**src/rtl/gtfwizard_0_gtf_ch_drp_responder_if.sv**
```systemverilog
// DRP handshake bundle between a channel DRP initiator (master) and the
// register-window responder (slave).
interface gtfwizard_0_gtf_ch_drp_responder_if;
  logic        drpen_in;
  logic        drpwe_in;
  logic [9:0]  drpaddr_in;
  logic [15:0] drpdi_in;
  logic        drprdy_out;
  logic [15:0] drpdo_out;

  modport master (
    output drpen_in, drpwe_in, drpaddr_in, drpdi_in,
    input  drprdy_out, drpdo_out
  );

  modport slave (
    input  drpen_in, drpwe_in, drpaddr_in, drpdi_in,
    output drprdy_out, drpdo_out
  );
endinterface

```
**src/rtl/gtfwizard_0_gtf_ch_drp_responder.sv**
```systemverilog
// GTF channel DRP stand-in: 16-bit register window answering single accesses
// after a fixed latency, with sticky protocol/range flags and a monitor port.
module gtfwizard_0_gtf_ch_drp_responder #(
  parameter int unsigned DEPTH       = 256,
  parameter int unsigned RDY_LATENCY = 4,
  parameter logic [15:0] INIT_DATA   = 16'h0000
) (
  input  logic        freerun_clk_in,
  input  logic        drp_reset_in,
  gtfwizard_0_gtf_ch_drp_responder_if.slave drp,
  output logic        busy_out,
  output logic        protocol_err_out,
  output logic        oor_err_out,
  output logic [15:0] wr_count_out,
  input  logic [9:0]  mon_addr_in,
  output logic [15:0] mon_data_out
);

  localparam int unsigned AW = (DEPTH > 1) ? $clog2(DEPTH) : 1;

  typedef enum logic [1:0] {IDLE, WAIT, RESP} state_t;

  state_t      state, state_n;
  logic [3:0]  cnt, cnt_n;
  logic        accept;
  logic [9:0]  cap_addr;
  logic        cap_we;
  logic [15:0] cap_di;
  logic        cap_in_range;
  logic        commit;

  // Storage holds its contents across drp_reset_in; only configuration loads it.
  logic [15:0] mem [DEPTH] = '{default: INIT_DATA};

  function automatic logic in_range(input logic [9:0] a);
    return {1'b0, a} < 11'(DEPTH);
  endfunction

  always_comb begin
    state_n = state;
    cnt_n   = cnt;
    accept  = 1'b0;
    case (state)
      IDLE: begin
        if (drp.drpen_in) begin
          accept  = 1'b1;
          cnt_n   = 4'(RDY_LATENCY - 1);
          state_n = (RDY_LATENCY == 1) ? RESP : WAIT;
        end
      end
      WAIT: begin
        cnt_n = cnt - 4'd1;
        if (cnt == 4'd1) state_n = RESP;
      end
      RESP:    state_n = IDLE;
      default: state_n = IDLE;
    endcase
  end

  always_comb begin
    cap_in_range   = in_range(cap_addr);
    commit         = (state == RESP) && cap_we && cap_in_range && !drp_reset_in;
    busy_out       = (state != IDLE);
    drp.drprdy_out = (state == RESP);
    drp.drpdo_out  = '0;
    if (state == RESP && !cap_we && cap_in_range)
      drp.drpdo_out = mem[cap_addr[AW-1:0]];
  end

  always_ff @(posedge freerun_clk_in) begin
    if (drp_reset_in) begin
      state            <= IDLE;
      cnt              <= '0;
      cap_addr         <= '0;
      cap_we           <= 1'b0;
      cap_di           <= '0;
      protocol_err_out <= 1'b0;
      oor_err_out      <= 1'b0;
      wr_count_out     <= '0;
    end else begin
      state <= state_n;
      cnt   <= cnt_n;
      if (accept) begin
        cap_addr <= drp.drpaddr_in;
        cap_we   <= drp.drpwe_in;
        cap_di   <= drp.drpdi_in;
      end
      // Requests arriving outside IDLE (including the RESP cycle) are dropped.
      if ((drp.drpen_in && state != IDLE) || (drp.drpwe_in && !drp.drpen_in))
        protocol_err_out <= 1'b1;
      if (accept && !in_range(drp.drpaddr_in))
        oor_err_out <= 1'b1;
      if (commit && wr_count_out != '1)
        wr_count_out <= wr_count_out + 16'd1;
    end
  end

  always_ff @(posedge freerun_clk_in) begin
    if (commit)
      mem[cap_addr[AW-1:0]] <= cap_di;
  end

  always_ff @(posedge freerun_clk_in) begin
    if (drp_reset_in)
      mon_data_out <= '0;
    else
      mon_data_out <= in_range(mon_addr_in) ? mem[mon_addr_in[AW-1:0]] : '0;
  end

endmodule
```
**src/flat_wrapper.sv**
```systemverilog
// flat-port wrapper written by rule: the top's interface ports become plain ports
module gtfwizard_0_gtf_ch_drp_responder_flat 
#(
  parameter int unsigned DEPTH       = 256,
  parameter int unsigned RDY_LATENCY = 4,
  parameter logic [15:0] INIT_DATA   = 16'h0000
)
  (freerun_clk_in, drp_reset_in, busy_out, protocol_err_out, oor_err_out, wr_count_out, mon_addr_in, mon_data_out, drp_drpen_in, drp_drpwe_in, drp_drpaddr_in, drp_drpdi_in, drp_drprdy_out, drp_drpdo_out);
  gtfwizard_0_gtf_ch_drp_responder_if drp_i ();
  input  logic freerun_clk_in;
  input  logic drp_reset_in;
  output logic busy_out;
  output logic protocol_err_out;
  output logic oor_err_out;
  output logic [15:0] wr_count_out;
  input  logic [9:0] mon_addr_in;
  output logic [15:0] mon_data_out;
  input wire logic [$bits(drp_i.drpen_in)-1:0] drp_drpen_in;
  input wire logic [$bits(drp_i.drpwe_in)-1:0] drp_drpwe_in;
  input wire logic [$bits(drp_i.drpaddr_in)-1:0] drp_drpaddr_in;
  input wire logic [$bits(drp_i.drpdi_in)-1:0] drp_drpdi_in;
  output wire logic [$bits(drp_i.drprdy_out)-1:0] drp_drprdy_out;
  output wire logic [$bits(drp_i.drpdo_out)-1:0] drp_drpdo_out;
  assign drp_i.drpen_in = drp_drpen_in;
  assign drp_i.drpwe_in = drp_drpwe_in;
  assign drp_i.drpaddr_in = drp_drpaddr_in;
  assign drp_i.drpdi_in = drp_drpdi_in;
  assign drp_drprdy_out = drp_i.drprdy_out;
  assign drp_drpdo_out = drp_i.drpdo_out;
  gtfwizard_0_gtf_ch_drp_responder #(.DEPTH(DEPTH), .RDY_LATENCY(RDY_LATENCY), .INIT_DATA(INIT_DATA)) u_core (.freerun_clk_in(freerun_clk_in), .drp_reset_in(drp_reset_in), .drp(drp_i), .busy_out(busy_out), .protocol_err_out(protocol_err_out), .oor_err_out(oor_err_out), .wr_count_out(wr_count_out), .mon_addr_in(mon_addr_in), .mon_data_out(mon_data_out));
endmodule
```
**config.mk**
```make
export PLATFORM = sky130hd
export DESIGN_NAME = gtfwizard_0_gtf_ch_drp_responder_flat
export DESIGN_NICKNAME = d
export VERILOG_FILES = /design/src/rtl/gtfwizard_0_gtf_ch_drp_responder_if.sv /design/src/rtl/gtfwizard_0_gtf_ch_drp_responder.sv /design/src/flat_wrapper.sv
export SDC_FILE = /design/constraint.sdc
export NUM_CORES = 2
export LEC_CHECK = 0
export CAP_MARGIN = 0
export CORE_MARGIN = 2
export CORE_UTILIZATION = 33
export CTS_BUF_LIST = sky130_fd_sc_hd__clkbuf_8
export CTS_CLUSTER_SIZE = 30
export DETAILED_ROUTE_END_ITERATION = 10
export MAX_ROUTING_LAYER = met4
export PLACE_DENSITY = 0.46
export SYNTH_ARGS = -nofsm -noshare
export SYNTH_HDL_FRONTEND = slang
export SYNTH_SLANG_ARGS = --single-unit
```
**constraint.sdc**
```tcl
create_clock -name freerun_clk_in -period 5.1 [get_ports freerun_clk_in]
set_input_delay 1.02 -clock freerun_clk_in [delete_from_list [all_inputs] [get_ports freerun_clk_in]]
set_output_delay 1.02 -clock freerun_clk_in [all_outputs]
set_load 0.02 [all_outputs]
```
==> insert_results.sql <==
INSERT INTO impl_metrics (metric_group, metric, value, unit) VALUES
('clock_tree', 'clkSlewWorstSetupHoldPaths', '70', 'ps'),
('yosys', 'yosys_most_used_dff', 'edfxtp_1', ''),
('setup_path', 'timing.setup.critical_path_class', 'reg -> out', ''),
('power_and_ir_drop', 'power_leakage', '0.07627', 'uW'),
('global_route', 'use_met1', '0.3750', ''),
('global_route', 'grt_use_total', '0.3001', ''),
('setup_path', 'worstSetupStartpointType', 'flip-flop', ''),
('drt', 'drt_drc_violations_left', '0', ''),
('drt', 'detailedRoute.firstPassIterationCount', '9', ''),
('yosys', 'syn_area_per_cell', '18.14', 'um2'),
('placement', 'dp.final_hpwl', '600600', 'um'),
('sta', 'rsz0062_at_grt', 'yes', ''),
('finish', 'nNetsFinal', '12150', ''),
('clock_tree', 'cts.sinks', '4171', ''),
('finish', 'area.growth.synth_to_final', '20.71', '%'),
('floorplanning', 'design.portCount', '92', ''),
('sta', 'peak_freq', '166.5', 'MHz'),
('sta', 'slew_viol_final', '2', ''),
('global_route', 'grt_pass1_wl', '1159000', 'um'),
('setup_path', 'worstPathArrival', '4990', 'ps'),
('sta', 'timing_worst_slew_pin_value', '1513', 'ps'),
('global_route', 'grt.met2_usage', '0.4506', ''),
('floorplanning', 'die_area', '586800', 'um2'),
('yosys', 'mappedNetlistArea', '191600', 'um2'),
('floorplanning', 'initial_core_util', '0.3317', ''),
('finish', 'n_fill_cell', '52450', ''),
('sta', 'finClkSkew', '146.6', 'ps'),
('sta', 'setup-violations-final', '16', ''),
('placement', 'buffer_ports.inserted', '91', ''),
('yosys', 'syn-instance-count', '10570', ''),
('yosys', 'async_flop_share', '0', ''),
('clock_tree', 'clockRootBuffer', 'clkbuf_8', ''),
('floorplanning', 'die_w', '766.1', 'um'),
('global_route', 'grt_start_max_net_pins', '169', ''),
('clock_tree', 'clk_latency', '1430', 'ps'),
('drt', 'initial_detailed_routing_violation_count', '20360', ''),
('global_route', 'via_count_of_the_first_global_routing_pass', '125500', ''),
('power_and_ir_drop', 'internal-power', '55370', 'uW'),
('yosys', 'seq_area_frac_synth', '0.6497', ''),
('outcome', 'violations', 'capacitance limit, slew limit, setup timing', ''),
('drt', 'dr_total_vias', '128400', ''),
('global_route', 'global_route.overflow_total', '0', ''),
('placement', 'routabilityCongestion', '0.9974', ''),
('clock_tree', 'cts-buffers-inserted', '740', ''),
('floorplanning', 'rows', '279', ''),
('finish', 'drive_above_1_share', '0.3705', ''),
('power_and_ir_drop', 'pwr-share-seq', '0.499', ''),
('yosys', 'post-synth-top-area-cell', 'edfxtp_1', ''),
('yosys', 'netlist.area_leader.share', '0.6418', ''),
('yosys', 'synth.net_count', '10610', ''),
('sta', 'timing_hold_violations_final', '0', ''),
('power_and_ir_drop', 'net-switching-power', '20780', 'uW'),
('yosys', 'yosys_register_bits', '4171', ''),
('power_and_ir_drop', 'clockPowerShare', '0.391', ''),
('sta', 'period_share', '1.178', ''),
('clock_tree', 'tritoncts', 'yes', ''),
('global_route', 'groute.layer.met3.usage', '0.06911', ''),
('yosys', 'synth.distinct_cells', '72', ''),
('sta', 'worst_slew_margin_rel', '-0.01907', ''),
('power_and_ir_drop', 'power.share.switching', '0.2729', ''),
('drt', 'totalWireLength', '889100', 'um'),
('clock_tree', 'max-clock-path-buffers', '4', ''),
('flow_run', 'max-cap-violations', '1', ''),
('clock_tree', 'clock_tree.htree_level_count', '6', ''),
('sta', 'finalCriticalPeriod', '6006', 'ps'),
('drt', 'final_antenna_net_count', '0', ''),
('floorplanning', 'die_outline_height', '766.1', 'um'),
('yosys', 'synth-edff-count', '4096', ''),
('sta', 'final_worst_setup_slack', '-906.0', 'ps'),
('worst_hold_path', 'hp-class', 'in -> reg', ''),
('outcome', 'status', 'finished, violations left', '');
Yosys cell counts, types with 15 or more instances:
master	count
nor4_1	84
buf_4	168
nor2b_1	15
dfxtp_1	75
nor3_1	183
a22oi_1	163
a2111oi_0	40
clkbuf_1	396
nor2_1	522
o22ai_1	426
buf_2	159
nand4_1	70
o21ai_0	214
buf_1	97
mux4_2	1615
a21oi_1	186
a31oi_1	23
and2_1	24
mux2i_1	909
nand3_1	179
edfxtp_1	4096
nand2_1	290
o221ai_1	302
a211oi_1	101
kinds of logic (layout without fill, tap and decap cells):
logic type / Yosys count / count (layout) / synth area share
DFF: 4171 / 4171 / 0.6497
muxes: 2538 / 2538 / 0.2381
AOI/OAI and AO/OA: 1553 / 1553 / 0.05538
and+or+nand+nor: 1450 / 1450 / 0.03504
buffers and inverters: 842 / 2985 / 0.02117
xor gates and xnor gates: 10 / 10 / 0.0004570
adders and majority gates: 3 / 3 / 0.0001959
other: 0 / 61 / 0
power by group through the flow:
stage	Combinational, uW	Sequential, uW	Clock (uW)
detailed placement	7480	38700	0
global placement	7450	38700	0
CTS	7900	38000	30100
finish	8380	38000	29800
floorplan	3430	39000	0
global route	8440	38000	31600
stage by stage:
step / TNS [ps] / cells / area (um2) / util
finish: -10460 / 20500 / 231300 / 0.4004
global route: -10540 / 20480 / 231300 / 0.4003
CTS: -11520 / 20340 / 228600 / 0.3958
detailed placement: -4811 / 18900 / 212000 / 0.3670
global placement: -5888 / 18900 / 212000 / 0.3670
floorplan: 0 / 10570 / 191600 / -
state kept, by name, summed over array words and instances (netlist names), named ones only:
register	count
u_core.mem	4096
u_core.cap_di	16
u_core.mon_data_out	16
u_core.wr_count_out	16
u_core.cap_addr	10
u_core.cnt	4
u_core.state	2
u_core.cap_we	1
u_core.oor_err_out	1
u_core.protocol_err_out	1
cell type report:
type / instances / share of cell area
sequential: 4171 / 0.5385
multi-input combinational: 5554 / 0.2860
timing repair buffer: 1631 / 0.07408
clock buffer: 757 / 0.04504
tap: 7727 / 0.04179
clock inverter: 584 / 0.01362
antenna: 61 / 0.0006599
inverter: 13 / 0.0003137
final timing paths:
kind / slack, ps / start / depth (start not counted) / to
setup reg to reg: 1090 / u_core.state[0] / 7 / u_core.mem[180][13]
setup / recovery: -910 / flip-flop / 12 / drp_drpdo_out[11]
hold reg to reg: 460 / u_core.cap_addr[9] / 2 / u_core.cap_addr[9]
hold / removal: 230 / drp_drpdi_in[0] / 3 / u_core.cap_di[0]
critical path: stages (launching register included):
cell and delay, ps:
dfxtp_1 370, buf_4 210, and3b_1 230, buf_4 230, nand2_2 230, buf_6 220
nor2_1 170, a211oi_4 370, and3b_1 210, nand4_1 450, o22ai_4 580, buf_6 170
buf_12 100
metal layers:
layer | wire (um) | share of wire | vias up
met1 | 330300 | 0.37 | 69140
met2 | 400600 | 0.45 | 8745
met5 | 0 | 0 | -
li1 | - | - | 48660
met3 | 93920 | 0.11 | 1816
met4 | 64340 | 0.072 | 0
timing repair:
| action | CTS | global route |
|---|---|---|
| cloned | 20 | 20 |
| resized for setup | 309 | 273 |
| setup buffers | 77 | 86 |
| endpoints found under the setup margin | 16 | 16 |
| hold buffers | 1 | 0 |
| hold endpoints to repair | 5 | 0 |
| pin swaps | 44 | 87 |
(Power assumes the default switching activity.)
